==> src/rtl/gray_counter_pkg.sv <==
// rtl/gray_counter_pkg.sv - shared state enum and bin-to-gray helper for the ramp counter
//
// Contents:
//   ramp_state_t   : FSM states IDLE / RUN / DONE
//   GRAY_MAX_WIDTH : widest count supported by bin2gray
//   bin2gray()     : binary to reflected Gray conversion
package gray_counter_pkg;

    localparam int GRAY_MAX_WIDTH = 32;

    typedef enum logic [1:0] {
        IDLE = 2'd0,
        RUN  = 2'd1,
        DONE = 2'd2
    } ramp_state_t;

    // Callers zero-extend a WIDTH-bit value to GRAY_MAX_WIDTH and truncate
    // the result back to WIDTH.
    // The upper bits are zero, so the truncated result is the WIDTH-bit Gray code.
    function automatic logic [GRAY_MAX_WIDTH-1:0] bin2gray(input logic [GRAY_MAX_WIDTH-1:0] bin);
        return bin ^ (bin >> 1);
    endfunction

endpackage

==> src/rtl/sync_2ff.sv <==
// rtl/sync_2ff.sv - single-bit two-flop synchronizer
//
// Ports:
//   clk     : destination clock
//   reset_n : asynchronous active-low reset, clears both flops
//   d       : asynchronous input
//   q       : synchronized output (two clk cycles of latency)
module sync_2ff (
    input  logic clk,
    input  logic reset_n,
    input  logic d,
    output logic q
);

    logic r_meta;
    logic r_sync;

    always_ff @(posedge clk or negedge reset_n) begin
        if (!reset_n) begin
            r_meta <= 1'b0;
            r_sync <= 1'b0;
        end else begin
            r_meta <= d;
            r_sync <= r_meta;
        end
    end

    assign q = r_sync;

endmodule

==> src/rtl/gray_ramp_counter.sv <==
// rtl/gray_ramp_counter.sv - Gray-coded ramp counter with per-column comparator capture
//
// Parameters:
//   WIDTH    : count width in bits (2..GRAY_MAX_WIDTH)
//   CHANNELS : number of comparator capture channels (>= 1)
// Ports:
//   clk        : single rising-edge clock
//   reset_n    : asynchronous active-low reset
//   start      : begin a conversion (accepted in IDLE only)
//   stop       : end the conversion early (honoured in RUN only)
//   max_count  : terminal binary count, sampled on the accepted start
//   saturate   : 1 = stop at max_count, 0 = wrap to 0; sampled on the accepted start
//   cmp        : asynchronous comparator outputs, one per channel
//   count_gray : registered Gray-coded count
//   busy       : high while in RUN
//   done       : one-cycle pulse in DONE
//   cap_data   : captured Gray value, channel i at [i*WIDTH +: WIDTH]
//   hit        : channel captured a comparator edge this conversion
//   overflow   : channel saw no edge before the conversion ended
import gray_counter_pkg::*;

module gray_ramp_counter #(
    parameter int WIDTH    = 8,
    parameter int CHANNELS = 4
) (
    input  logic                         clk,
    input  logic                         reset_n,
    input  logic                         start,
    input  logic                         stop,
    input  logic [WIDTH-1:0]             max_count,
    input  logic                         saturate,
    input  logic [CHANNELS-1:0]          cmp,
    output logic [WIDTH-1:0]             count_gray,
    output logic                         busy,
    output logic                         done,
    output logic [CHANNELS*WIDTH-1:0]    cap_data,
    output logic [CHANNELS-1:0]          hit,
    output logic [CHANNELS-1:0]          overflow
);

    ramp_state_t                       r_state;
    logic [WIDTH-1:0]                  r_bin;
    logic [WIDTH-1:0]                  r_gray;
    logic [WIDTH-1:0]                  r_max;
    logic                              r_sat;
    logic                              r_busy;
    logic                              r_done;
    logic [CHANNELS-1:0][WIDTH-1:0]    r_cap;
    logic [CHANNELS-1:0]               r_hit;
    logic [CHANNELS-1:0]               r_ovf;
    logic [CHANNELS-1:0]               r_cmp_prev;

    logic [CHANNELS-1:0]               w_cmp_sync;
    logic [CHANNELS-1:0]               w_rise;
    logic                              w_at_max;
    logic                              w_end;
    logic [WIDTH-1:0]                  w_bin_next;
    logic [WIDTH-1:0]                  w_gray_next;

    for (genvar g = 0; g < CHANNELS; g++) begin : g_sync
        sync_2ff u_sync (
            .clk     (clk),
            .reset_n (reset_n),
            .d       (cmp[g]),
            .q       (w_cmp_sync[g])
        );
    end

    assign w_rise   = w_cmp_sync & ~r_cmp_prev;
    assign w_at_max = (r_bin == r_max);
    // Terminal count only ends the run when saturating; stop and terminal
    // together still make a single transition into DONE.
    assign w_end    = stop | (w_at_max & r_sat);

    // Reaching max_count without saturate wraps back to 0.
    assign w_bin_next  = w_at_max ? '0 : r_bin + WIDTH'(1);
    assign w_gray_next = WIDTH'(bin2gray(GRAY_MAX_WIDTH'(w_bin_next)));

    always_ff @(posedge clk or negedge reset_n) begin
        if (!reset_n) begin
            r_state    <= IDLE;
            r_bin      <= '0;
            r_gray     <= '0;
            r_max      <= '0;
            r_sat      <= 1'b0;
            r_busy     <= 1'b0;
            r_done     <= 1'b0;
            r_cap      <= '0;
            r_hit      <= '0;
            r_ovf      <= '0;
            r_cmp_prev <= '0;
        end else begin
            r_cmp_prev <= w_cmp_sync;

            case (r_state)
                IDLE: begin
                    if (start) begin
                        r_state <= RUN;
                        r_bin   <= '0;
                        r_gray  <= '0;
                        r_max   <= max_count;
                        r_sat   <= saturate;
                        r_busy  <= 1'b1;
                        r_cap   <= '0;
                        r_hit   <= '0;
                        r_ovf   <= '0;
                    end
                end

                RUN: begin
                    // First edge wins; the ending cycle still honours a fresh
                    // edge, and every channel still empty takes the held count.
                    for (int i = 0; i < CHANNELS; i++) begin
                        if (!r_hit[i]) begin
                            if (w_rise[i]) begin
                                r_cap[i] <= r_gray;
                                r_hit[i] <= 1'b1;
                            end else if (w_end) begin
                                r_cap[i] <= r_gray;
                                r_ovf[i] <= 1'b1;
                            end
                        end
                    end

                    if (w_end) begin
                        r_state <= DONE;
                        r_busy  <= 1'b0;
                        r_done  <= 1'b1;
                    end else begin
                        r_bin   <= w_bin_next;
                        r_gray  <= w_gray_next;
                    end
                end

                DONE: begin
                    r_state <= IDLE;
                    r_done  <= 1'b0;
                end

                default: begin
                    r_state <= IDLE;
                    r_busy  <= 1'b0;
                    r_done  <= 1'b0;
                end
            endcase
        end
    end

    assign count_gray = r_gray;
    assign busy       = r_busy;
    assign done       = r_done;
    assign cap_data   = r_cap;
    assign hit        = r_hit;
    assign overflow   = r_ovf;

endmodule

==> config.mk <==
export PLATFORM = sky130hd
export DESIGN_NAME = gray_ramp_counter
export DESIGN_NICKNAME = d
export VERILOG_FILES = /design/src/rtl/gray_counter_pkg.sv /design/src/rtl/sync_2ff.sv /design/src/rtl/gray_ramp_counter.sv
export SDC_FILE = /design/constraint.sdc
export NUM_CORES = 1
export LEC_CHECK = 0
export CAP_MARGIN = 30
export CORE_UTILIZATION = 34
export DETAILED_ROUTE_END_ITERATION = 10
export GPL_ROUTABILITY_DRIVEN = 0
export HOLD_SLACK_MARGIN = 0.1
export PLACE_DENSITY = 0.63
export SLEW_MARGIN = 25
export SYNTH_ARGS = -nofsm -noshare
export SYNTH_HDL_FRONTEND = slang
export SYNTH_SLANG_ARGS = --single-unit
==> constraint.sdc <==
create_clock -name clk -period 6.2 [get_ports clk]
set_clock_uncertainty 0.2 [all_clocks]
set_input_delay 1.24 -clock clk [delete_from_list [all_inputs] [get_ports clk]]
set_output_delay 1.24 -clock clk [all_outputs]
set_load 0.005 [all_outputs]
==> results of run 1 <==
[state kept, by name (all words and copies together), names as in the netlist]
register              cells
r_state                   2
r_max                     8
busy                      1
overflow                  4
g_sync.u_sync.r_meta      4
cap_data                 32
hit                       4
done                      1
count_gray                7
r_cmp_prev                4
g_sync.u_sync.q           4
r_sat                     1
r_bin                     8
[critical path, stage by stage]
cell,delay [ns]
clkdlybuf4s50_1,0.42
or3b_1,0.46
nand2_1,0.18
o31ai_4,0.62
o21bai_1,0.20
a22o_1,0.15
[cells by family (layout without fill, tap and decap cells)]
group	after synthesis	count (layout)	share of synthesized area, %
simple gates	96	96	13.4
flops	80	80	54.6
compound gates	56	56	11.2
mux	32	32	10.6
buf+inv	29	92	4.67
xor+xnor	17	17	5.08
fa+ha+maj	1	1	0.341
[area by class of cell]
cell class | instances | area [sq um] | share of cell area, %
Clock buffer | 9 | 124 | 2.72
Clock inverter | 6 | 37.5 | 0.825
Inverter | 9 | 33.8 | 0.743
Multi-Input combinational cell | 202 | 1500 | 32.9
Sequential cell | 80 | 2000 | 44.0
Tap cell | 136 | 170 | 3.74
Timing Repair Buffer | 68 | 686 | 15.1
[cells in the mapped netlist (2+ instances only)]
master,count
o211a_1,4
nand2b_1,6
nor2b_1,4
nor2_1,16
o21ai_0,2
a211o_1,2
o31ai_1,8
a32oi_1,2
nand3_1,3
buf_6,5
o21bai_1,4
xnor2_1,9
nand2_1,41
clkbuf_1,7
inv_1,8
xor2_1,3
buf_2,2
xnor2_2,5
mux2_4,8
a21o_1,5
o22ai_1,2
nor3_1,5
dfrtp_1,80
buf_4,6
a21oi_1,18
and2_1,8
nand4_4,2
mux2_2,24
[power by group through the flow]
stage	combinational, uW	clock, uW	sequential, uW
6_report	756	327	781
5_1_grt	831	366	803
4_1_cts	763	340	781
3_5_place_dp	759	0	789
3_3_place_gp	744	0	788
2_1_floorplan	531	0	753
[final timing paths]
kind / cells past startpoint / endpoint / slack (ns)
setup / recovery: 6 / r_bin[5] / 3.01
hold / removal: 0 / g_sync[1].u_sync.q / 0.16
setup reg to reg: 5 / cap_data[5] / 3.66
hold reg to reg: 0 / g_sync[1].u_sync.q / 0.16
max in group asynchronous: 2 / cap_data[7] / 4.52
min in group asynchronous: 1 / count_gray[0] / 0.69
[stage by stage]
stage | setup slack, ns | power [uW] | utilization (%) | instance area [sq um] | cells
floorplan | 3.44 | 1280 | - | 3670 | 311
global placement | 2.70 | 1530 | 42.0 | 4360 | 493
detailed placement | 2.63 | 1550 | 42.2 | 4380 | 494
CTS | 3.00 | 1880 | 43.8 | 4540 | 509
global route | 2.82 | 2000 | 43.9 | 4550 | 510
finish | 3.01 | 1860 | 43.9 | 4550 | 510
[metal layers]
layer	share of wire, %	track usage (%)	up-vias
li1	-	-	1183
met3	4.5	3.77	11
met5	0	0	-
met1	48	20.2	1201
met4	1.3	4.56	0
met2	47	23.5	69
==> impl_metrics.yaml, run 1 <==
synthesis:
  async_reset_ff_share_pct: 100
  synthTopCellsByArea: "dfrtp_1, mux2_2, nand2_1, mux2_4, a21oi_1"
  synth-seq-cells: 80
  netlist_area_sq_um: 3670
  synthCells: 311
  yosysSeqAreaShare_pct: 54.6
  synthesis.nets: 329
  synth.top_cell.area_share_pct: 54.6
  yosysUniqueCellTypes: 50
  yosys_warnings: 0
  avgSynthCellArea_sq_um: 11.8
  synth_top_area_cell: "dfrtp_1"
  synthFlopType: "dfrtp_1"
  synth_edf_count: 0
sta:
  tightest_slew_ns: 0.726
  clock.fmax_ghz: 0.314
  timing.final.crit_share_pct: 51.4
  timing.hold.ws_ns: 0.157
  finalHoldViolCount: 0
  slew_headroom_pct: 51.6
  fin_crit_ns: 3.19
  slew_viol_final: 0
  rsz0062_at_grt: "false"
  fin_setup_tns_ns: 0
  setup_viol: 0
final_layout:
  antenna_cells: 0
  layout_common_cells: "dfrtp_1, clkdlybuf4s50_1, nand2_1"
  drive_gt1_share_pct: 17.9
  n_fill_cell: 1000
  fin_nets: 388
  final_common_cell: "dfrtp_1"
  syn_to_final_growth_pct: 24.1
setup_path:
  crit_fanout: 18
  end_kind: "flip-flop"
  cp_data_required_time_ns: 6.29
  critPathLaunch: "start"
  start_kind: "primary input"
  critPathKind: "in2reg"
  crit_arrival_ns: 3.28
  worstReg2RegStart: "r_bin[2]"
detailed_routing:
  drc: 0
  dr.first_iter.drc_count: 147
  antenna_left: 0
  routedWlPerCell_um: 15.0
  via_per_inst: 4.83
  wirelength_mm: 7.64
  drt-pass1-iter-count: 5
  num_vias: 2464
die:
  die_height_um: 106
  core_sq_um: 10400
  dieArea_sq_um: 11200
  initial_core_util_pct: 35.4
  num_rows: 37
  die_width_um: 106
  io_pins: 67
placed_design:
  hpwl_mm: 5.47
  portBuffers: 66
cts:
  cts.path.max_buffers: 2
  post_cts_buffers: 0
  cts_tree: "built"
  numClockSinks: 80
  ctsHoldBuffers: 0
  htreeDepth: 3
  clockRootBuffer: "clkbuf_8"
  clk_pin_slew_worst_paths_ns: 0.09
  numCtsBuffers: 9
  clk_latency_ns: 0.35
  cts_resized: 0
global_routing:
  antenna_found_initial: 0
  grt_use_total_pct: 14.9
  grt_max_degree: 46
  grt-ovfl-total: 0
  grt_pass1_vias: 2532
  grt_pass1_wl_mm: 12.9
hold_path:
  hold_start: "g_sync[1].u_sync.r_meta"
  min_path_type: "reg2reg"
run_status:
  status: "finished, final reports clean"
power_and_ir_drop:
  switching_share_pct: 37.1
  p_leak_uw: 0.00207
  p_int_uw: 1170
  pwr-share-seq_pct: 41.9
  peakVddDrop_v: 0.000249
  p_clk_share_pct: 17.6
  powerDensity_nw_per_um2: 410
  comb_power_share_pct: 40.6
  p_sw_uw: 691
run:
  drv_cap: 0
(Power assumes the default switching activity.)
==> run 2, diff against run 1 <==
--- a/config.mk
+++ b/config.mk
@@ -10,7 +10,7 @@
 export DETAILED_ROUTE_END_ITERATION = 10
 export GPL_ROUTABILITY_DRIVEN = 0
 export HOLD_SLACK_MARGIN = 0.1
-export PLACE_DENSITY = 0.63
+export PLACE_DENSITY = 0.65
 export SLEW_MARGIN = 25
 export SYNTH_ARGS = -nofsm -noshare
 export SYNTH_HDL_FRONTEND = slang
==> constraint.sdc (replaced) <==
create_clock -name clk -period 2.65 [get_ports clk]
set_clock_uncertainty 0.2 [all_clocks]
set_input_delay 0.53 -clock clk [delete_from_list [all_inputs] [get_ports clk]]
set_output_delay 0.53 -clock clk [all_outputs]
set_load 0.005 [all_outputs]
==> impl_metrics.yaml, run 2 (synthesis results as in run 1) <==
run_status:
  status: "finished, final reports clean"
cts:
  numCtsBuffers: 9
  clockRootBuffer: "clkbuf_8"
  numClockSinks: 80
  cts_resized: 0
  htreeDepth: 3
  clk_latency_ns: 0.35
  cts_tree: "built"
  clk_pin_slew_worst_paths_ns: 0.09
  cts.path.max_buffers: 2
  ctsHoldBuffers: 1
  post_cts_buffers: 0
sta:
  fin_setup_tns_ns: 0
  timing.final.crit_share_pct: 92.8
  slew_headroom_pct: 50.2
  tightest_slew_ns: 0.747
  setup_viol: 0
  finalHoldViolCount: 0
  fin_crit_ns: 2.46
  rsz0062_at_grt: "false"
  slew_viol_final: 0
  clock.fmax_ghz: 0.407
final_layout:
  final_common_cell: "dfrtp_1"
  drive_gt1_share_pct: 20.4
  largest_register_ffs: 32
  antenna_cells: 0
  stdcell_count: 524
  fin_nets: 401
  layout_common_cells: "dfrtp_1, clkdlybuf4s50_1, nand2_1"
  n_fill_cell: 963
  fin_util_pct: 45.0
  syn_to_final_growth_pct: 27.2
setup_path:
  cp_data_required_time_ns: 2.69
  worstReg2RegStart: "r_bin[6]"
  crit_fanout: 13
  r2r_setup_slack_ns: 0.19
  rr_worst_depth: 5
  path_cells: "xnor2_1 > nand4_4 > o21ai_4 > o211a_1 > mux2_2"
  critPathLaunch: "r_bin[6]"
  end_kind: "flip-flop"
  cp_top_family: "compound AO/OA/AOI/OAI gates"
  critPathBufInv: 0
  rr_endpoint: "cap_data[2]"
  critPathSlowestCell: "o211a_1"
  start_kind: "flip-flop"
  cpPeakStageDelay_ns: 0.50
  crit_arrival_ns: 2.50
  cp-endpoint: "cap_data[2]"
  worstSetupPathDepth: 5
  critPathKind: "reg2reg"
die:
  die_width_um: 106
  initial_core_util_pct: 35.4
  io_pins: 67
  core_sq_um: 10400
  die_height_um: 106
  num_rows: 37
  dieArea_sq_um: 11200
run:
  drv_cap: 0
hold_path:
  min_path_type: "reg2reg"
detailed_routing:
  drc: 0
  via_per_inst: 4.80
  wirelength_mm: 7.80
  num_vias: 2517
  drt-pass1-iter-count: 4
  dr.first_iter.drc_count: 109
  antenna_left: 0
  routedWlPerCell_um: 14.9
placed_design:
  dp.cells: 506
  hpwl_mm: 5.66
  portBuffers: 66
global_routing:
  grt-ovfl-total: 0
  grt_max_degree: 46
  grt_pass1_vias: 2506
  grt_use_total_pct: 14.8
  grt_pass1_wl_mm: 12.9
  antenna_found_initial: 0
power_and_ir_drop:
  p_leak_uw: 0.00214
  powerDensity_nw_per_um2: 960
  peakVddDrop_v: 0.000493
## run 2: changes by cell type in the layout (fill, tap and decap cells not counted), sizes merged
cell / delta
buf: +13
clkbuf: -1
clkinv: -2
dlygate4sd3: +1
inv: +3
## run 2: per-stage QoR
step | instance area [sq um] | setup WS, ns | power [uW] | hold WS, ns
2_1_floorplan | 3670 | 0.547 | 3000 | 0.0344
3_3_place_gp | 4470 | 0.133 | 3630 | 0.132
3_5_place_dp | 4470 | 0.0866 | 3680 | 0.136
4_1_cts | 4660 | 0.182 | 4520 | 0.157
5_1_grt | 4660 | 0.0354 | 4780 | 0.164
6_report | 4660 | 0.192 | 4470 | 0.153
## run 2: layer usage
layer / wire (um) / up-vias / global-route usage (%)
met5: 0 / - / 0
met4: 54 / 0 / 3.27
met3: 370 / 4 / 4.64
met2: 3700 / 66 / 23.2
met1: 3680 / 1242 / 20.1
li1: - / 1205 / -
## run 2: how the worst min path moves through the flow
stage | endpoint | from | cells past startpoint
5_1_grt | g_sync[1].u_sync.q | g_sync[1].u_sync.r_meta | 0
3_3_place_gp | g_sync[2].u_sync.q | g_sync[2].u_sync.r_meta | 0
3_5_place_dp | g_sync[2].u_sync.q | g_sync[2].u_sync.r_meta | 0
4_1_cts | g_sync[2].u_sync.q | g_sync[2].u_sync.r_meta | 0
2_1_floorplan | busy | reset_n | 0
6_report | g_sync[2].u_sync.q | g_sync[2].u_sync.r_meta | 0
## run 2: layout make-up
cell class / count / area [sq um] / area share, %
inverter: 9 / 33.8 / 0.724
clock inverter: 7 / 53.8 / 1.15
multi-input combinational: 202 / 1490 / 32.0
timing repair buffer: 81 / 786 / 16.9
clock buffer: 9 / 124 / 2.66
tap: 136 / 170 / 3.65
sequential: 80 / 2000 / 42.9
## run 2: worst reg2reg max path: stages (launching register included)
cell and delay (ns):
dfrtp_1 0.46, xnor2_1 0.26, nand4_4 0.20, o21ai_4 0.34, o211a_1 0.50, mux2_2 0.39
## run 2: power by group
part	total [uW]	internal, uW	switching, uW	leakage [uW]
logic	1850	946	909	0.00101
registers	1800	1520	276	0.00105
clock network	822	348	474	0.0000827
==> run 3, diff against run 2 <==
--- a/config.mk
+++ b/config.mk
@@ -7,6 +7,7 @@
 export LEC_CHECK = 0
 export CAP_MARGIN = 30
 export CORE_UTILIZATION = 34
+export CTS_CLUSTER_SIZE = 8
 export DETAILED_ROUTE_END_ITERATION = 10
 export GPL_ROUTABILITY_DRIVEN = 0
 export HOLD_SLACK_MARGIN = 0.1
==> results of run 3 <==
The final DEF is identical to that of run 2; final timing and power are the same.
